### src/rtl/calc_entry_fsm.sv
// Calculator key-entry front end that feeds a binary-to-seven-segment converter.
// Define CALC_MUL_EN to make key C a multiply operator; otherwise C is ignored.
module calc_entry_fsm #(
  parameter int WIDTH      = 14,
  parameter int MAX_VAL    = 9999,
  parameter int MAX_DIGITS = 4
) (
  input  logic             clk,
  input  logic             rst_n,
  input  logic             key_valid,
  input  logic [3:0]       key_code,
  output logic             key_ready,
  output logic [WIDTH-1:0] num,
  output logic             error,
  output logic             convert,
  input  logic             conv_done,
  output logic [2:0]       dbg_state_o
);

  // Key handshake: a key transfers on the posedge where key_valid && key_ready;
  // key_ready depends only on the state, never on key_valid or key_code.

  localparam int CW = $clog2(MAX_DIGITS + 1);
  localparam int RW = 2 * WIDTH;
  localparam logic [RW-1:0] MAX_R   = RW'(MAX_VAL);
  localparam logic [CW-1:0] MAX_CNT = CW'(MAX_DIGITS);
  localparam logic [CW-1:0] ONE_CNT = CW'(1);
  localparam logic [3:0] K_ADD = 4'hA;
  localparam logic [3:0] K_SUB = 4'hB;
`ifdef CALC_MUL_EN
  localparam logic [3:0] K_MUL = 4'hC;
`endif
  localparam logic [3:0] K_EQ  = 4'hE;
  localparam logic [3:0] K_CLR = 4'hF;

  typedef enum logic [2:0] {S_INIT, S_ENTRY, S_CONVERT, S_WAIT_DONE, S_ERR} state_t;
  typedef enum logic [1:0] {OP_NONE, OP_ADD, OP_SUB, OP_MUL} op_t;

  state_t           state_q, state_d;
  op_t              op_q, op_d;
  logic [WIDTH-1:0] acc_q, acc_d;
  logic [WIDTH-1:0] entry_q, entry_d;
  logic [WIDTH-1:0] num_q, num_d;
  logic [CW-1:0]    cnt_q, cnt_d;
  logic             fresh_q, fresh_d;
  logic             error_q, error_d;
  logic             done_prev_q;

  logic [RW-1:0]    acc_w, entry_w, res_w;
  logic             res_err;
  logic             is_op;
  op_t              key_op;
  logic [WIDTH-1:0] digit_w, entry_step;
  logic             clr;

  // Pending operation applied to the accumulator, evaluated at double width.
  always_comb begin
    acc_w   = {{WIDTH{1'b0}}, acc_q};
    entry_w = {{WIDTH{1'b0}}, entry_q};
    res_err = 1'b0;
    case (op_q)
      OP_ADD: res_w = acc_w + entry_w;
      OP_SUB: begin
        res_w   = acc_w - entry_w;
        res_err = (acc_q < entry_q);
      end
`ifdef CALC_MUL_EN
      OP_MUL: res_w = acc_w * entry_w;
`endif
      default: res_w = entry_w;
    endcase
    if (res_w > MAX_R) res_err = 1'b1;
  end

  always_comb begin
    is_op  = 1'b1;
    key_op = OP_NONE;
    case (key_code)
      K_ADD: key_op = OP_ADD;
      K_SUB: key_op = OP_SUB;
`ifdef CALC_MUL_EN
      K_MUL: key_op = OP_MUL;
`endif
      default: is_op = 1'b0;
    endcase
  end

  assign digit_w    = WIDTH'(key_code);
  assign entry_step = entry_q * WIDTH'(10) + digit_w;

  always_comb begin
    state_d = state_q;
    op_d    = op_q;
    acc_d   = acc_q;
    entry_d = entry_q;
    num_d   = num_q;
    cnt_d   = cnt_q;
    fresh_d = fresh_q;
    error_d = error_q;
    clr     = 1'b0;
    case (state_q)
      S_INIT: state_d = S_CONVERT;
      S_ENTRY: begin
        if (key_valid) begin
          if (key_code <= 4'd9) begin
            // A digit after equals starts a new operand; a full operand drops it.
            if (fresh_q || (cnt_q < MAX_CNT)) begin
              entry_d = fresh_q ? digit_w : entry_step;
              cnt_d   = fresh_q ? ONE_CNT : cnt_q + ONE_CNT;
              fresh_d = 1'b0;
              num_d   = entry_d;
              state_d = S_CONVERT;
            end
          end else if (is_op || (key_code == K_EQ)) begin
            state_d = S_CONVERT;
            if (res_err) begin
              error_d = 1'b1;
              num_d   = '0;
            end else begin
              acc_d = res_w[WIDTH-1:0];
              num_d = res_w[WIDTH-1:0];
            end
            if (is_op) begin
              op_d    = key_op;
              entry_d = '0;
              cnt_d   = '0;
              fresh_d = 1'b0;
            end else begin
              op_d    = OP_NONE;
              entry_d = res_w[WIDTH-1:0];
              fresh_d = 1'b1;
            end
          end else if (key_code == K_CLR) begin
            clr     = 1'b1;
            state_d = S_CONVERT;
          end
        end
      end
      S_CONVERT: state_d = S_WAIT_DONE;
      S_WAIT_DONE: begin
        if (conv_done && !done_prev_q) state_d = error_q ? S_ERR : S_ENTRY;
      end
      S_ERR: begin
        if (key_valid && (key_code == K_CLR)) begin
          clr     = 1'b1;
          state_d = S_CONVERT;
        end
      end
      default: state_d = S_INIT;
    endcase
    if (clr) begin
      op_d    = OP_NONE;
      acc_d   = '0;
      entry_d = '0;
      num_d   = '0;
      cnt_d   = '0;
      fresh_d = 1'b0;
      error_d = 1'b0;
    end
  end

  always_ff @(posedge clk or negedge rst_n) begin
    if (!rst_n) begin
      state_q     <= S_INIT;
      op_q        <= OP_NONE;
      acc_q       <= '0;
      entry_q     <= '0;
      num_q       <= '0;
      cnt_q       <= '0;
      fresh_q     <= 1'b0;
      error_q     <= 1'b0;
      done_prev_q <= 1'b0;
    end else begin
      state_q     <= state_d;
      op_q        <= op_d;
      acc_q       <= acc_d;
      entry_q     <= entry_d;
      num_q       <= num_d;
      cnt_q       <= cnt_d;
      fresh_q     <= fresh_d;
      error_q     <= error_d;
      done_prev_q <= conv_done;
    end
  end

  assign key_ready   = (state_q == S_ENTRY) || (state_q == S_ERR);
  assign convert     = (state_q == S_CONVERT);
  assign num         = num_q;
  assign error       = error_q;
  assign dbg_state_o = state_q;

endmodule

### config.mk
export PLATFORM = sky130hd
export DESIGN_NAME = calc_entry_fsm
export DESIGN_NICKNAME = d
export VERILOG_FILES = /design/src/rtl/calc_entry_fsm.sv
export SDC_FILE = /design/constraint.sdc
export NUM_CORES = 1
export LEC_CHECK = 0
export BUFFER_PORTS_ARGS = -buffer_cell sky130_fd_sc_hd__buf_2
export CAP_MARGIN = 0
export CORE_ASPECT_RATIO = 1.1
export CORE_MARGIN = 5
export CORE_UTILIZATION = 50
export DETAILED_ROUTE_END_ITERATION = 7
export PLACE_DENSITY = 0.67
export SLEW_MARGIN = 20
export SYNTH_ARGS = -nofsm -noshare
export SYNTH_HDL_FRONTEND = slang
export SYNTH_SLANG_ARGS = --single-unit
### constraint.sdc
create_clock -name clk -period 4.4 [get_ports clk]
set_input_delay 0.66 -clock clk [delete_from_list [all_inputs] [get_ports clk]]
set_output_delay 0.66 -clock clk [all_outputs]
set_load 0.05 [all_outputs]
# Yosys cells after proc, flatten, opt, wreduce, memory -nomap -nowiden
# Index checks and enable logic that the tools add are counted.
op_classes:
  multipliers: 1
  addsub: 4
  eq_ne: 18
  order_cmp: 4
  n_mux: 67
  n_reduce_logical: 20
ops:
  columns: ["op", "count"]
  rows:
  - ["$mux W14", 20]
  - ["$pmux W28 S2", 1]
  - ["$mux W3", 16]
  - ["$gt A28 B14 Y1 const B", 1]
  - ["$mux W1", 21]
  - ["$reduce_and A5 Y1", 4]
  - ["$eq A4 B4 Y1 const B", 4]
  - ["$add A14 B14 Y15", 1]
  - ["$pmux W3 S5", 1]
  - ["$sub A14 B14 Y15", 1]
  - ["$add A14 B4 Y14", 1]
  - ["$lt A14 B14 Y1", 1]
  - ["$mul A14 B3 Y13 const B", 1]
  - ["$mux W2", 6]
  - ["$ne A2 B2 Y1 const B", 4]
  - ["$reduce_and A4 Y1", 2]
  - ["$reduce_bool A2 Y1", 4]
  - ["$eq A3 B2 Y1 const B", 2]
  - ["$reduce_bool A3 Y1", 2]
  - ["$le A4 B4 Y1 const B", 1]
  - ["$ne A4 B4 Y1 const B", 1]
  - ["$pmux W2 S2", 1]
  - ["$add A3 B1 Y3 const B", 1]
  - ["$eq A3 B1 Y1 const B", 1]
  - ["other kinds (13)", 16]
word_totals:
  reg_bits: 53
  input_bits: 8

# Logic depth before layout (Yosys ltp)
depth:
  word_depth: 10
  ltp_mapped: 13
  ltp_nobuf: 13

# Worst setup path after synthesis
# OpenSTA, ideal clock, no wires.
synth_path:
  kind: "flip-flop to flip-flop"
  startpoint: "register entry_q[1]"
  endpoint: "register entry_q[13]"
  stages_incl_launch_ff: 14
  arrival_time_ps: 3440
  required_time_ps: 4278
  setup_ps: 122
  path_buffers: 0
  path_slack_ps: 838
  cell_sequence: "dfrtp_1 -> ha_1 -> ha_1 -> inv_1 -> fa_1 -> nor2b_1 -> o21a_1 -> o31a_1 -> o21a_1 -> or4b_4 -> nor4_4 -> xnor3_1 -> a22o_1 -> a32o_1"
synth_between:
  elab_chain_len: 8
synth_lines:
  columns: ["item", "line_no", "text"]
  rows:
  - ["start: declaration", "42", "logic [WIDTH-1:0] entry_q, entry_d;"]
  - ["start signal: assignment", "177", "entry_q <= entry_d;"]
  - ["$mul A14 B3 Y13 (tied with other cells)", "89", "assign entry_step = entry_q * WIDTH'(10) + digit_w;"]
  - ["$add A14 B4 Y14 or $pmux W28 S2 (tied branches)", "89, 61", null]
  - ["$mux W14, on equally long branches", "108, 123", null]
  - ["$mux W14, on equally long branches", "107, 114", null]
  - ["$mux W14 (*)", "105", "if (key_code <= 4'd9) begin"]
  - ["$mux W14 (*)", "104", "if (key_valid) begin"]
  - ["$mux W14 (*)", "101", "case (state_q)"]
  - ["$mux W14 (*)", "151", "if (clr) begin"]
# Every way passes the cells marked *; elsewhere a longest branch is shown, timed or not. The select of a mux whose other input is x is not followed.
# A chain may end at the register's enable or synchronous reset.

# Worst setup path in the final report
layout_path:
  startpoint: "register entry_q[3]"
  endpoint: "register acc_q[2]"
layout_between:
  elab_chain_len: 6
layout_lines:
  columns: ["item", "line_no", "text"]
  rows:
  - ["$sub A14 B14 Y15 or $add A14 B14 Y15 (tied branches)", "64, 62", null]
  - ["$pmux W28 S2", "61", "case (op_q)"]
  - ["$gt A28 B14 Y1", "72", "if (res_w > MAX_R) res_err = 1'b1;"]
  - ["$mux W1 (*)", "72", null]
  - ["$ne A2 B1 Y1 (no line) (*)", null, null]
  - ["$reduce_and A5 Y1 (no line) (*)", null, null]
  - ["end signal: assignment", "166", "acc_q <= '0;"]
  - ["end signal: assignment", "176", "acc_q <= acc_d;"]
  - ["end: declaration", "41", "logic [WIDTH-1:0] acc_q, acc_d;"]
# Every way passes the cells marked *; elsewhere a longest branch is shown, timed or not.

==> key figures <==
Routing
  – DRC violations left: 0
  – Drt first pass iters: 5
  – Via count: 5279
  – Remaining antenna violation count after routing: 0
  – Aggregate routed wire length: 15800 um
  – DR vias/cell: 6.49
  – WL per Instance: 19.4 um
  – Initial DRC Count: 391

Critical path
  – Crit path buf inv count: 1
  – Delay of the slowest critical-path stage: 530 ps
  – CP delay by family, top: compound AO/OA/AOI/OAI gates
  – CP max stage cell: a2111oi_2
  – CP Capture Type: flop
  – Crit path max fanout: 17
  – Sequence of cells on the critical path: inv_1, ha_1, o21a_1, o21ai_1, a2111oi_2, o2111ai_1, and2_1, a311oi_2, o221a_2, o211a_2, o21ai_1
  – Req. time, crit path: 4580 ps
  – Critical path type: reg2reg
  – CP arrival: 4170 ps
  – Nature of the critical path startpoint: flop
  – Most used cell, CP: o21ai_1

Clock tree
  – Max Buffers Root-to-Sink: 2
  – CTS sink cnt: 53
  – H-tree levels: 2
  – Cts-stage hold buffer count: 0
  – Post-CTS Setup Inserts: 0
  – Clk_lat worst skew: 300 ps
  – Total CTS buffers: 5
  – Clock root buffer: clkbuf_16
  – Clock-pin slew on the worst setup and hold paths: 70 ps
  – Clock tree from TritonCTS: done
  – Post-CTS sizing: 0

STA
  – Final hold viol count: 0
  – Setup TNS Final: 0 ps
  – Max Transition Viols Final: 0
  – Endpoints failing setup: 0
  – Worst rel slew slack: 45.9%
  – PnR worst setup slack: 408 ps
  – Crit path time final: 3990 ps
  – FMAX: 250 MHz
  – RSZ-0062 raised after global routing: no
  – Final Cycle Share: 90.7%
  – Skew final: 5.54 ps
  – Worst-Margin Slew: 812 ps

Yosys
  – Sequential share of the synthesized area: 25.0%
  – Dominant cell by count in the synthesized netlist: nand2_1
  – Yosys reg bits: 53
  – Dominant synthesized flop cell: dfrtp_1
  – Top post-synthesis cells by area: dfrtp_1 25%, ha_1 13%, nand2_1 4.1%, a21oi_1 3.5%, o21ai_1 3.5%
  – Synth unique cells: 71
  – Synth top area share: 25.0%
  – Syn. warnings: 0
  – Post-synth EDFFs: 0
  – Commonest cells in the synthesized netlist: 58 x nand2_1, 53 x dfrtp_1, 53 x ha_1
  – Mapped Avg Cell Area: 8.11 um^2
  – Synth async-reset ratio: 100%
  – Synth Cell Area: 5300 um^2
  – Synth area leader: dfrtp_1
  – Cell count after synthesis: 654
  – Synthesized net count: 719

GRT
  – GRT Util Overall: 25.1%
  – Largest net degree at the start of global routing: 54
  – Via count of the first global-routing pass: 5123
  – Met2 Use GR: 41.8%
  – Busiest grt layer: met2
  – M3 GR Usage: 2.58%
  – GRT overflow: 0
  – Initial antenna violation count: 0
  – Met1 GRT Util: 33.8%
  – First-pass GRT wire length: 26100 um

Floorplan
  – Initial Util: 51.0%
  – Floorplan Core Area: 10400 um^2
  – Die W: 108 um
  – IO Pins: 28
  – Die area: 12800 um^2
  – Die height: 118 um
  – Rows: 39

Finish
  – Seq. cell area: 1330 um^2
  – Fill cells: 1012
  – Ant. Diodes: 0
  – # nets final: 734
  – Layout area overhead: 8.99%
  – Area of the multi-input gates: 3690 um^2
  – Post-route insts no fill: 813
  – Share of cells above drive strength 1: 9.55%

Place
  – IO buf count: 27
  – Hpwl dp: 12100 um
  – Final Wtd Congestion: 0.918
  – Post-Place Cells: 805
  – Pre-CTS setup slack: 335 ps

Status
  – Outcome: finished, final reports clean

Min path
  – Worst hold path class: in2async

Job
  – Max-cap violations: 0
-- final cells by class --
type	count	share of cell area (%)
clock inverter	3	1.19
inverter	45	2.92
tap	143	3.10
timing repair buffer	38	3.77
clock buffer	5	2.16
sequential	53	22.9
multi-input combinational	526	63.9
-- through the flow --
| step | area, um^2 | util (%) | hold slack, ps |
|---|---|---|---|
| floorplan | 5300 | - | 364 |
| global placement | 5580 | 53.7 | 474 |
| detailed placement | 5580 | 53.7 | 473 |
| CTS | 5770 | 55.5 | 483 |
| global route | 5780 | 55.6 | 488 |
| finish | 5780 | 55.6 | 476 |
-- flip-flops by register name, summed over array words and instances, names as in the netlist --
name	cells
acc_q	14
cnt_q	3
dbg_state_o	3
done_prev_q	1
entry_q	14
error	1
fresh_q	1
num	14
op_q	2
-- logic make-up after synthesis --
logic type      after synthesis  synth area share, %
xor+xnor                     18                 3.23
simple gates                192                 18.2
buf+inv                      75                 5.50
flops                        53                 25.0
fa+ha+maj                    57                 14.0
compound gates              252                 32.6
mux                           7                 1.39
-- final timing paths --
check | slack [ps] | start | to | depth (start not counted)
setup / recovery | 410 | entry_q[3] | acc_q[2] | 11
hold / removal | 480 | rst_n | num[8] | 2
setup reg to reg | 410 | entry_q[3] | acc_q[2] | 11
hold reg to reg | 490 | num[2] | num[2] | 2
max in group asynchronous | 3460 | rst_n | num[4] | 2
min in group clk | 490 | conv_done | done_prev_q | 1
-- cells in the final DEF, fill, tap and decap left out, types with 18 or more instances in the layout --
cell and n:
a21oi_1 37, dfrtp_1 53, o21ai_1 37, inv_1 42, o211ai_1 18, nand2_1 58, nor2_1 39, ha_1 53
buf_2 27, o21ai_0 34
-- metal layers --
layer / vias to the layer above / routed length, um
met5: - / 0
met4: 0 / 412
met3: 28 / 856
met2: 187 / 7530
met1: 2569 / 6990
li1: 2495 / -
Power is not shown: default switching activity piles up to over one toggle a cycle in this logic, so the estimate is an artifact.
